### src/rtl/sw_pkg.sv
// Shared definitions for the Smith-Waterman feeder: base encodings, score width default, FSM states.
package sw_pkg;
  localparam int BASE_W      = 2;
  localparam int SCORE_W_DEF = 10;

  localparam logic [BASE_W-1:0] BASE_A = 2'b00;
  localparam logic [BASE_W-1:0] BASE_C = 2'b01;
  localparam logic [BASE_W-1:0] BASE_G = 2'b10;
  localparam logic [BASE_W-1:0] BASE_T = 2'b11;

  typedef enum logic [2:0] {
    ST_IDLE   = 3'd0,
    ST_LOAD   = 3'd1,
    ST_SHIFT  = 3'd2,
    ST_STREAM = 3'd3,
    ST_DRAIN  = 3'd4,
    ST_DONE   = 3'd5
  } state_e;
endpackage

### src/rtl/sw_read_buf.sv
// Short-read buffer: written in arrival order during load, read back in any order during shift.
module sw_read_buf
  import sw_pkg::*;
#(
  parameter int N_PE  = 8,
  parameter int IDX_W = 3
) (
  input  logic              clk,
  input  logic              wr_en,
  input  logic [IDX_W-1:0]  wr_idx,
  input  logic [BASE_W-1:0] wr_base,
  input  logic [IDX_W-1:0]  rd_idx,
  output logic [BASE_W-1:0] rd_base
);
  // Contents are don't-care after reset, so no reset on the storage.
  logic [BASE_W-1:0] mem_q [N_PE];

  always_ff @(posedge clk) begin
    if (wr_en) mem_q[wr_idx] <= wr_base;
  end

  assign rd_base = mem_q[rd_idx];
endmodule

### src/rtl/sw_array_feeder.sv
// Feeds the PE chain: loads a short read, shifts it in reversed, then streams reference bases and drains.
module sw_array_feeder
  import sw_pkg::*;
#(
  parameter int                N_PE     = 8,
  parameter int                LEN_W    = 4,
  parameter int                REFLEN_W = 16,
  parameter int                SCORE_W  = SCORE_W_DEF,
  parameter logic [BASE_W-1:0] PAD_BASE = BASE_A
) (
  input  logic                clk,
  input  logic                rst,
  input  logic                start,
  input  logic [LEN_W-1:0]    read_len,
  input  logic [REFLEN_W-1:0] ref_len,
  input  logic [BASE_W-1:0]   rd_base,
  input  logic                rd_valid,
  output logic                rd_ready,
  input  logic [BASE_W-1:0]   ref_base,
  input  logic                ref_valid,
  output logic                ref_ready,
  output logic [BASE_W-1:0]   S_out,
  output logic                store_S_out,
  output logic [BASE_W-1:0]   T_out,
  output logic                init_out,
  output logic                init_col,
  output logic [SCORE_W-1:0]  V_out,
  output logic [SCORE_W-1:0]  F_out,
  output logic                busy,
  output logic                done
);
  localparam int IDX_W = $clog2(N_PE);
  localparam int CNT_W = $clog2(N_PE) + 1;
  localparam logic [LEN_W-1:0] N_PE_L = LEN_W'(N_PE);
  localparam logic [CNT_W-1:0] N_PE_C = CNT_W'(N_PE);
  localparam logic [CNT_W-1:0] CNT_1  = CNT_W'(1);

  state_e                state_q, state_d;
  logic [LEN_W-1:0]      len_q, len_d;
  logic [REFLEN_W-1:0]   rlen_q, rlen_d;
  logic [CNT_W-1:0]      cnt_q, cnt_d;
  logic [REFLEN_W-1:0]   rcnt_q, rcnt_d;
  logic [BASE_W-1:0]     s_q, s_d, t_q, t_d;
  logic                  store_q, store_d, init_q, init_d, col_q, col_d;
  logic                  wr_en;
  logic [BASE_W-1:0]     buf_rd;
  logic [LEN_W-1:0]      len_clamped;
  logic [CNT_W-1:0]      pad_lim, len_last;
  logic [IDX_W-1:0]      rd_idx;

  assign len_clamped = (read_len == '0 || read_len > N_PE_L) ? N_PE_L : read_len;
  assign len_last    = CNT_W'(len_q) - CNT_1;
  // Beats below pad_lim fill PEs the read does not occupy; the rest walk the buffer top-down.
  assign pad_lim     = N_PE_C - CNT_W'(len_q);
  assign rd_idx      = IDX_W'(N_PE_C - CNT_1 - cnt_q);

  sw_read_buf #(.N_PE(N_PE), .IDX_W(IDX_W)) u_buf (
    .clk     (clk),
    .wr_en   (wr_en),
    .wr_idx  (cnt_q[IDX_W-1:0]),
    .wr_base (rd_base),
    .rd_idx  (rd_idx),
    .rd_base (buf_rd)
  );

  always_comb begin
    state_d = state_q;
    len_d   = len_q;
    rlen_d  = rlen_q;
    cnt_d   = cnt_q;
    rcnt_d  = rcnt_q;
    s_d     = s_q;
    t_d     = t_q;
    store_d = 1'b0;
    init_d  = 1'b0;
    col_d   = 1'b0;
    wr_en   = 1'b0;
    case (state_q)
      ST_IDLE: if (start) begin
        len_d   = len_clamped;
        rlen_d  = ref_len;
        cnt_d   = '0;
        rcnt_d  = '0;
        state_d = ST_LOAD;
      end
      ST_LOAD: if (rd_valid) begin
        wr_en = 1'b1;
        cnt_d = cnt_q + CNT_1;
        if (cnt_q == len_last) begin
          cnt_d   = '0;
          state_d = ST_SHIFT;
        end
      end
      ST_SHIFT: begin
        store_d = 1'b1;
        s_d     = (cnt_q < pad_lim) ? PAD_BASE : buf_rd;
        cnt_d   = cnt_q + CNT_1;
        if (cnt_q == N_PE_C - CNT_1) begin
          cnt_d   = '0;
          state_d = (rlen_q == '0) ? ST_DRAIN : ST_STREAM;
        end
      end
      ST_STREAM: if (ref_valid) begin
        t_d    = ref_base;
        init_d = 1'b1;
        col_d  = (rcnt_q == '0);
        rcnt_d = rcnt_q + REFLEN_W'(1);
        if (rcnt_q == rlen_q - REFLEN_W'(1)) state_d = ST_DRAIN;
      end
      ST_DRAIN: begin
        t_d    = PAD_BASE;
        init_d = 1'b1;
        cnt_d  = cnt_q + CNT_1;
        if (cnt_q == N_PE_C - CNT_W'(2)) begin
          cnt_d   = '0;
          state_d = ST_DONE;
        end
      end
      ST_DONE: state_d = ST_IDLE;
      default: state_d = ST_IDLE;
    endcase
  end

  always_ff @(posedge clk or negedge rst) begin
    if (!rst) begin
      state_q <= ST_IDLE;
      len_q   <= '0;
      rlen_q  <= '0;
      cnt_q   <= '0;
      rcnt_q  <= '0;
      s_q     <= '0;
      t_q     <= '0;
      store_q <= 1'b0;
      init_q  <= 1'b0;
      col_q   <= 1'b0;
    end else begin
      state_q <= state_d;
      len_q   <= len_d;
      rlen_q  <= rlen_d;
      cnt_q   <= cnt_d;
      rcnt_q  <= rcnt_d;
      s_q     <= s_d;
      t_q     <= t_d;
      store_q <= store_d;
      init_q  <= init_d;
      col_q   <= col_d;
    end
  end

  assign S_out       = s_q;
  assign store_S_out = store_q;
  assign T_out       = t_q;
  assign init_out    = init_q;
  assign init_col    = col_q;
  assign V_out       = '0;
  assign F_out       = '1;
  assign busy        = (state_q != ST_IDLE);
  assign done        = (state_q == ST_DONE);
  assign rd_ready    = (state_q == ST_LOAD);
  assign ref_ready   = (state_q == ST_STREAM);
endmodule
### config.mk
export PLATFORM = sky130hd
export DESIGN_NAME = sw_array_feeder
export DESIGN_NICKNAME = d
export VERILOG_FILES = /design/src/rtl/sw_pkg.sv /design/src/rtl/sw_read_buf.sv /design/src/rtl/sw_array_feeder.sv
export SDC_FILE = /design/constraint.sdc
export NUM_CORES = 1
export LEC_CHECK = 0
export ABC_AREA = 1
export BUFFER_PORTS_ARGS = -buffer_cell sky130_fd_sc_hd__buf_2
export CORE_UTILIZATION = 38
export CTS_CLUSTER_DIAMETER = 80
export CTS_CLUSTER_SIZE = 16
export DETAILED_ROUTE_END_ITERATION = 6
export GPL_ROUTABILITY_DRIVEN = 0
export SYNTH_ARGS = -nofsm -noshare
export SYNTH_HDL_FRONTEND = slang
export SYNTH_HIERARCHICAL = 1
export SYNTH_SLANG_ARGS = --single-unit
### constraint.sdc
create_clock -name clk -period 1.7 [get_ports clk]
set_input_delay 0 -clock clk [delete_from_list [all_inputs] [get_ports clk]]
set_output_delay 0 -clock clk [all_outputs]
set_load 0.005 [all_outputs]
* After elaboration in Yosys (flattened, before gate mapping) *
Memory sizes are Yosys's and may differ from the RTL's.
Index checks and enable logic that the tools add are counted.

operators by class
  equality and inequality tests = 16
  reductions and logical operators = 14
  bitwise logic cells = 0
  divide/modulo/power cells = 0
  add/sub/neg operators = 6
  $mul = 0
  shifts and indexed selects = 0
  mux-type cells = 31
  magnitude comparators = 2

operators by type and width
  operator                 count
  $logic_not A16 Y1        2
  $mux W16                 2
  $pmux W16 S2             1
  $mux W3                  8
  $mux W4                  6
  $add A16 B1 Y16 const B  1
  $eq A16 B16 Y1           1
  $pmux W4 S4              1
  $sub A16 B1 Y16 const B  1
  $pmux W3 S5              1
  $ne A2 B2 Y1 const B     5
  $eq A4 B3 Y1 const B     2
  $mux W1                  8
  $reduce_and A7 Y1        1
  $eq A3 B2 Y1 const B     2
  $eq A3 B3 Y1 const B     2
  $reduce_and A3 Y1        2
  $add A4 B1 Y4 const B    1
  $eq A4 B4 Y1             1
  $gt A4 B4 Y1 const B     1
  $logic_not A4 Y1         1
  $lt A4 B4 Y1             1
  $mux W2                  2
  $ne A2 B1 Y1 const B     2
  other kinds (12)         14

storage, ports and cells
  memory bits (read-only) = 0
  flip-flop bits (word level) = 50
  word-level logic and storage cells = 80
  latch bits = 0
  memories kept = 1
  memory bits (writable) = 16

memories
  name         words  bits a word  read ports  clocked after memory_dff  wr ports  RTL line           source
  u_buf.mem_q  8      2            1           0                         1         sw_read_buf.sv:16  logic [BASE_W-1:0] mem_q [N_PE];

* Longest topological paths before layout *
Gate-level depths: netlist of the first run.

  word-level depth = 5
  mapped depth = 16
  mapped depth without buffers = 16

* Hierarchy *
Netlist of the first run, hierarchy kept.

by module, submodules not included
  module           cells each  seq. area each (sq um)  instances  area each (sq um)
  sw_array_feeder  492         1251.2                  1          3497.1
  sw_read_buf      87          480.5                   1          767.0

* Least setup slack after synthesis of the first run *
OpenSTA, ideal clock, no wires.

  path kind = register to register
  from = register rlen_q[0]
  to = register state_q[1]
  stages on the path, launching flop included = 16
  clock period less this slack = 1.801 ns
  library setup time = 0.117 ns
  slack = -0.101 ns
  path buffers = 0
  data arrival time = 1.684 ns
  cell sequence = dfrtp_1 -> inv_1 -> ha_1 -> nand2_1 -> nor2_4 -> nand2_1 -> nand2_1 -> nand2_1 -> nor2_1 -> nand2_1 -> nor2_1 -> nand2_1 -> nand2_1 -> nand2_1 -> nand2_1 -> nand2_1

on the way
  longest elaborated chain between the ends = 4
  elaborated cells on any way between the ends = 8

RTL lines
  item                                                                      RTL line                                        source
  start, declared                                                           sw_array_feeder.sv:40                           logic [REFLEN_W-1:0] rlen_q, rlen_d;
  start signal, assigned                                                    sw_array_feeder.sv:139                          rlen_q <= rlen_d;
  $sub A16 B1 Y16 / $logic_not A16 Y1 (equally long branches)               sw_array_feeder.sv:108, sw_array_feeder.sv:100
  $eq A16 B16 Y1 / $mux W3 (equally long branches)                          sw_array_feeder.sv:108, sw_array_feeder.sv:100
  $ne A2 B1 Y1 (no source line) / $mux W3 (equally long branches)           -
  $reduce_and A7 Y1 (no source line) / $pmux W3 S5 (equally long branches)  -
  end signal, assigned                                                      sw_array_feeder.sv:137                          state_q <= state_d;
  end, declared                                                             sw_array_feeder.sv:38                           state_e state_q, state_d;

Parallel ways exist; a longest one is shown, timed or not. The select of a mux whose other input is x is not followed.
A chain may end at the register's enable or synchronous reset.

* Worst setup path after layout of the first run *
  from = register state_q[1]
  to = register rcnt_q[10]

on the way
  longest elaborated chain between the ends = 3
  elaborated cells on any way between the ends = 7

RTL lines
  item                                                                        RTL line                source
  $eq A3 B2 Y1 / $logic_not A3 Y1 (equally long branches)                     sw_array_feeder.sv:78   case (state_q)
  $ne A2 B2 Y1 (no source line) / $reduce_bool A2 Y1 (equally long branches)  -
  $reduce_and A3 Y1 (no source line)                                          -
  end signal, assigned                                                        sw_array_feeder.sv:141  rcnt_q <= rcnt_d;
  end, declared                                                               sw_array_feeder.sv:42   logic [REFLEN_W-1:0] rcnt_q, rcnt_d;

Parallel ways exist; a longest one is shown, timed or not.

==> results of run 1 <==
-- layout by cell type, fill, tap and decap left out, types with 20 or more instances in the layout --
cell type and count:
nand2_1 154, inv_1 70, conb_1 20, buf_4 58
dfrtp_1 45, dlygate4sd3_1 26, nand3_1 44, o21ai_0 23
nor2_1 40, buf_2 39
-- routing by layer --
layer / vias up / routed length (um)
li1: 2048 / -
met1: 1940 / 4710
met2: 101 / 5630
met3: 21 / 484
met4: 0 / 235
met5: - / 0
-- sequential cells by signal, indices dropped and copies added (netlist names) --
signal / cells
state_q: 3
len_q: 4
init_col: 1
rlen_q: 16
store_S_out: 1
T_out: 2
rcnt_q: 16
cnt_q: 4
init_out: 1
u_buf/mem_q: 16
S_out: 2
-- timing repair --
| action | in CTS | in global routing |
|---|---|---|
| endpoints found under the setup margin | 11 | 51 |
| setup buffers | 3 | 3 |
| hold buffers | 26 | 0 |
| endpoints found under the hold margin | 59 | 0 |
| cloned | 0 | 1 |
| pin swaps | 8 | 19 |
| resized for setup | 26 | 47 |
-- metrics by stage --
step	cells	setup TNS (ns)	setup WS (ns)	hold WS [ns]	total power, W
after floorplan	597	0	0.00203	-0.296	0.00465
after global placement	802	-0.337	-0.0788	-0.00903	0.00600
after detailed placement	802	-0.774	-0.166	-0.0000784	0.00610
after CTS	847	-0.182	-0.0816	0.104	0.00803
after global routing	851	-3.86	-0.213	0.164	0.00917
final	851	-0.227	-0.0711	0.137	0.00846
-- Yosys cell counts (all sizes together) --
cell      n
nand2   173
inv      85
nor2     63
dfrtp    50
nand3    49
o21ai    27
buf      25
edfxtp   16
nor3     16
xor2     14
ha       12
a21oi    11
nor4      7
clkbuf    5
xnor2     5
nand3b    3
o31ai     3
or2       3
conb      2
nand4     2
o211ai    2
o21bai    2
a31oi     1
clkinv    1
or3       1
xnor3     1
-- worst max-delay path, stage by stage, from the launching register on --
cell	delay (ns)
dfrtp_1	0.45
buf_4	0.15
nand2_2	0.09
nor2_8	0.15
nand2_4	0.06
nand2_4	0.13
nand2_4	0.07
nor2_4	0.10
nand2_2	0.06
nor3_2	0.13
nand2_1	0.10
nor2_1	0.11
nor2_1	0.06
-- cell type report --
class	count	area, um2
Timing Repair Buffer	127	945
Inverter	86	332
Timing Repair inverter	1	5.00
Multi-Input combinational cell	415	2310
Fill cell	1026	5160
Sequential cell	66	1740
Clock inverter	7	100
Clock buffer	9	124
Tap cell	140	175
-- path summary, 6_finish.rpt --
path                                 start          to  slack [ns]  depth (start not counted)
worst max-delay path            state_q[1]  rcnt_q[10]       -0.07                         12
worst min-delay path                   rst   rlen_q[8]        0.14                          2
worst max register to register  state_q[1]  rcnt_q[10]       -0.07                         12
worst min register to register    S_out[0]    S_out[0]        0.48                          2
max in group asynchronous              rst  state_q[0]        1.01                          3
min in group clk                     start   rcnt_q[1]        0.14                          4
-- kinds of logic (layout without fill, tap and decap cells) --
group	count (synthesis)	after routing	synth area share, %
AO/OA/AOI/OAI	46	46	5.84
buffers and inverters	116	230	12.3
adder cells (fa/ha/maj)	12	12	3.52
other	2	20	0.176
AND/OR/NAND/NOR	317	317	33.1
XOR/XNOR	20	20	4.43
flip-flops	66	66	40.6
-- power groups by stage --
stage          sequential, W  combinational (W)  clock, W
3_5_place_dp         0.00236            0.00375         0
5_1_grt              0.00248            0.00505   0.00165
2_1_floorplan        0.00229            0.00236         0
4_1_cts              0.00235            0.00411   0.00158
3_3_place_gp         0.00234            0.00366         0
6_report             0.00242            0.00449   0.00154
==> metrics.md, run 1 <==
| Metric | Value |
|---|---|
| Outcome | `finished, violations left` |
| Failing checks | `setup timing` |
| CTS root buffer | `clkbuf_8` |
| Mapped Cells | `between 500 and 600` |
| Final WL | `approximately 11000 um` |
| Placed Area | `between 0.004 and 0.005 mm2` |
| Worst setup EP type | `flop` |
| Final max-slew violation count | `0` |
| Gr usage total | `between 20% and 30%` |
| Die ar. | `~0.012 mm2` |
| Top cells by area, synth | `dfrtp_1, nand2_1, edfxtp_1, inv_1, nand3_1` |
| Fin crit share | `104%` |
| CTS clk-pin slew, worst paths | `0.08 ns` |
| # setup viols final | `6` |
| Startpoint Class | `flop` |
| Worst hold path type | `in2async` |
| H-tree level count | `3` |
| Routed Antenna Nets | `0` |
| Peak supply drop | `around 0.0008 V` |
| Hold Vio Cnt, Final | `0` |
| Finished Cell Area | `0.00573 mm2` |
| Vias per Instance | `about 4.8` |
| Area of the core | `roughly 0.011 mm2` |
| Routed len/inst | `around 13 um` |
| Critical path data required time | `a little under 2 ns` |
| Yosys reg bits | `66` |
| Yosys cell types | `37` |
| Tmin final | `about 1.8 ns` |
| Cell taking the most area after synthesis | `dfrtp_1` |
| Crit path DAT | `just over 2 ns` |
| Setup CP Type | `reg2reg` |
| 1st-iter DRT viols | `between 150 and 200` |
| Die W | `between 100 and 150 um` |
| Antenna Diode Count | `0` |
| Sw frac | `between 40% and 50%` |
| Logic pwr share | `53.1%` |
| Clk_skew | `between 0.01 and 0.015 ns` |
| Final core utilization | `a little over half` |
| Least-Margin Pin Slew | `0.512 ns` |
| Met2 GRT Util | `approximately 36%` |
| Clk sinks | `66` |
| CTS Buf Count | `9` |
| Hpwl dp | `between 8000 and 9000 um` |
| Fin nets | `747` |
| Pint | `around 0.0049 W` |
| Vias | `just over 4000` |
| CP Max Fanout | `7` |
| Initial core utilization | `39.2%` |
| Initial antenna violation count | `0` |
| CTS tree | `yes` |
| Max-cap check violation count | `0` |
| Die Y | `roughly 110 um` |
| Met1 GRT Util | `about a quarter` |
| Sequential fraction of the synthesis area | `slightly above 40%` |
| Most congested layer reported by global routing | `met2` |
| Max_slew headroom | `between 60% and 70%` |
| P_leak | `between 2 and 3 nW` |
| Max Freq | `roughly 0.56 GHz` |
| Met3 Usage GRT | `approximately 4.3%` |
| Num rows | `38` |
| Largest net degree at the start of global routing | `31` |
| P_sw | `between 0.003 and 0.004 W` |
| Worst Slack Setup Final | `-0.0711 ns` |
| Syn-to-layout area delta | `34.4%` |
| Yosys warns | `6` |
| Yosys top cell area share | `between 20% and 30%` |
| DRT Pass-1 Iters | `4` |
| First-pass GRT wire length | `18400 um` |
| Port Buffers | `39` |
| Latest clock arrival within the worst-skew pair | `0.36 ns` |
| Share of power burned in registers | `between 20 and 30%` |
| Clk pwr share | `about 18%` |
| Share of cells above drive strength 1 | `roughly 28%` |
| Power per cell area | `about 1500 mW/mm2` |
| DR DRC count | `0` |
| I/O Pins | `60` |
| Max Root-Sink Buffers | `2` |
| RSZ-0062 raised after global routing | `true` |
| Synth Cell Area | `around 0.0043 mm2` |
| Avg Inst Size Synth | `around 7.4 um2` |
| Vias in the first global route | `between 3000 and 4000` |
| GRT overflow | `0` |
No activity file was read; power rests on OpenSTA's default activity.
==> run 2: changes to the inputs <==
--- a/config.mk
+++ b/config.mk
@@ -7,11 +7,13 @@
 export LEC_CHECK = 0
 export ABC_AREA = 1
 export BUFFER_PORTS_ARGS = -buffer_cell sky130_fd_sc_hd__buf_2
+export CORE_MARGIN = 3
 export CORE_UTILIZATION = 38
 export CTS_CLUSTER_DIAMETER = 80
 export CTS_CLUSTER_SIZE = 16
 export DETAILED_ROUTE_END_ITERATION = 6
 export GPL_ROUTABILITY_DRIVEN = 0
+export GPL_TIMING_DRIVEN = 0
 export SYNTH_ARGS = -nofsm -noshare
 export SYNTH_HDL_FRONTEND = slang
 export SYNTH_HIERARCHICAL = 1
==> run 2 against run 1 <==
Net effect: sequential cell count stayed put; combinational power is 4% lower; global-route usage is 3.4 points lower; cell area is 0.46% lower; non-clock buffer count is 1 lower; worst setup slack worse by 0.042 ns; fmax is 2.3% lower; highest routed layer unchanged; clock power hardly changed; the flow still finishes with violations (setup timing); clock-buffer cell count stayed put.
==> metrics.md, run 2 (synthesis gave the netlist of run 1 again) <==
| Metric | Value |
|---|---|
| Setup CP Type | `reg2reg` |
| DRT Pass-1 Iters | `4 (unchanged)` |
| Die ar. | `0.0125 mm2 (+7.5%)` |
| Vias | `3940 (-4.1%)` |
| Port Buffers | `39 (unchanged)` |
| DR DRC count | `0 (unchanged)` |
| Die Y | `112 um (+3.7%)` |
| H-tree level count | `3 (unchanged)` |
| FF-to-FF Start | `rlen_q[3]` |
| Largest net degree at the start of global routing | `51 (+65%)` |
| Routed Antenna Nets | `0 (unchanged)` |
| CTS clk-pin slew, worst paths | `0.08 ns (about the same)` |
| Gr usage total | `17.1% (-3.4 points)` |
| 1st-iter DRT viols | `222 (+27%)` |
| Finished Cell Area | `0.00571 mm2 (-0.46%)` |
| Max_slew headroom | `22.7% (-43 points)` |
| Hold Vio Cnt, Final | `0 (unchanged)` |
| RSZ-0062 raised after global routing | `true` |
| Commonest non-fill, non-tap cell in the layout | `nand2_1` |
| CTS Buf Count | `9 (unchanged)` |
| Hold depth | `4` |
| Startpoint Class | `flop` |
| Die W | `112 um (+3.7%)` |
| Worst setup EP type | `flop` |
| R2r setup slk | `-0.11 ns (-0.04 ns)` |
| Power per cell area | `1440 mW/mm2 (-2.2%)` |
| Fin nets | `746 (-0.13%)` |
| Fin crit share | `107% (+2.4 points)` |
| # setup viols final | `7 (+1)` |
| Worst Slack Setup Final | `-0.113 ns (-0.0416 ns)` |
| Top cell by count, worst path | `nand2_1` |
| Share of cells above drive strength 1 | `27.0% (-1.4 points)` |
| Latest clock arrival within the worst-skew pair | `0.36 ns (about the same)` |
| P_leak | `2.80 nW (-1.2%)` |
| Critical Path End | `state_q[1]` |
| Top Registers | `rcnt_q: 16 flops, rlen_q: 16 flops, u_buf/mem_q: 16 flops` |
| I/O Pins | `60 (unchanged)` |
| Final WL | `10700 um (-3.2%)` |
| Vias per Instance | `4.64 (-4.0%)` |
| CTS root buffer | `clkbuf_8` |
| Slowest-stage cell, CP | `dfrtp_2` |
| Max Freq | `0.552 GHz (-2.3%)` |
| Slowest stage delay, CP | `0.47 ns (+0.02 ns)` |
| Routed len/inst | `12.6 um (-3.1%)` |
| Failing checks | `setup timing` |
| Antenna Diode Count | `0 (unchanged)` |
| Max Root-Sink Buffers | `2 (unchanged)` |
| Clk sinks | `66 (unchanged)` |
| Peak supply drop | `0.000709 V (-11%)` |
| Area of the core | `0.0109 mm2 (unchanged)` |
| Critical path data required time | `1.95 ns (about the same)` |
| Critical Path, Cell by Cell | `nor2_4 -> nand2_1 -> nor2_4 -> buf_4 -> nand3b_1 -> nand2_1 -> nand3_1 -> nor2_1 -> nand2_1 -> nand2_2 -> nand2_2 -> nand2_1 -> nand2_1` |
| Clk_skew | `0.00839 ns (-0.00225 ns)` |
| CTS tree | `yes` |
| Initial antenna violation count | `0 (unchanged)` |
| Initial core utilization | `39.2% (unchanged)` |
| Worst R2R Path Depth | `13 (+1)` |
| Crit path DAT | `2.06 ns (+0.04 ns)` |
| Hpwl dp | `7500 um (-6.9%)` |
| CP Max Fanout | `5 (-2)` |
| Syn-to-layout area delta | `33.8%` |
| Outcome | `finished, violations left` |
| Setup crit start | `rlen_q[3]` |
| Post-route non-filler standard cell count | `850 (-0.12%)` |
| Reg2reg end | `state_q[1]` |
| Max-cap check violation count | `0 (unchanged)` |
| Worst hold path type | `in2reg` |
| Placed cell count | `776 (-3.2%)` |
| First-pass GRT wire length | `17400 um (-5.6%)` |
| Num rows | `38 (unchanged)` |
| Least-Margin Pin Slew | `1.16 ns (+0.648 ns)` |
| Placed Area | `0.00471 mm2 (-4.7%)` |
| Final core utilization | `52.4% (-0.24 points)` |
| Vias in the first global route | `3715 (-6.7%)` |
| Tmin final | `1.81 ns (+0.0416 ns)` |
| Final max-slew violation count | `0 (unchanged)` |
| Most frequent cells in the layout | `nand2_1, inv_1, nor2_1, buf_4, nand3_1` |
| GRT overflow | `0 (unchanged)` |
[run 2: cell count changes in the layout (fill, tap and decap cells not counted), sizes merged]
cell         delta
buf             -7
clkbuf          +4
clkinv          -2
clkinvlp        +2
dlygate4sd3     +2
[run 2: area by class of cell]
type / count / area [um2]
Clock inverter: 7 / 101
Clock buffer: 9 / 124
Sequential cell: 66 / 1740
Inverter: 86 / 329
Fill cell: 1058 / 5180
Buffer: 30 / 219
Timing Repair Buffer: 96 / 716
Timing Repair inverter: 1 / 5.00
Multi-Input combinational cell: 415 / 2300
Tap cell: 140 / 175
[run 2: power breakdown]
group          switching, W  total, W  leakage [nW]  internal [W]
registers          0.000416   0.00241         0.792       0.00200
logic               0.00236   0.00431          1.90       0.00194
clock network      0.000683   0.00152         0.106      0.000838
total               0.00346   0.00824          2.80       0.00478
[run 2: how the worst min path moves through the flow]
stage	startpoint	endpoint
detailed placement	ref_len[9]	rlen_q[9]
finish	rd_valid	cnt_q[1]
floorplan	rst	S_out[0]
global route	rd_valid	cnt_q[2]
CTS	rd_valid	cnt_q[0]
global placement	ref_len[13]	rlen_q[13]
[run 2: stage by stage]
stage / TNS, ns / power, W / setup slack [ns] / hold slack [ns]
after floorplan: 0 / 0.00465 / 0.00203 / -0.296
after global placement: -2.95 / 0.00539 / -0.286 / 0.194
after detailed placement: -3.72 / 0.00548 / -0.323 / 0.198
after CTS: -0.330 / 0.00777 / -0.107 / 0.182
after global routing: -3.98 / 0.00894 / -0.330 / 0.215
final: -0.405 / 0.00824 / -0.113 / 0.184
[run 2: worst max-delay path, delay by kind of cell (launching register included)]
family,cells,cell delay [ns]
buffers and inverters,1,0.13
DFF,1,0.47
and+or+nand+nor,12,1.10
[run 2: timing repair]
action	in CTS	in global routing
gates resized for setup	45	35
cloned	0	1
endpoints found under the setup margin	40	42
buffers inserted	17	14
pin swaps	13	13
endpoints found under the hold margin	89	0
hold buffers	28	0
[run 2: per-layer routing]
metal	vias to the layer above	global-route usage, %	part of all wire, %
li1	2037	-	-
met1	1810	21.5	43
met2	81	29.7	51
met3	12	3.21	4.2
met4	0	5.37	1.5
met5	-	0	0
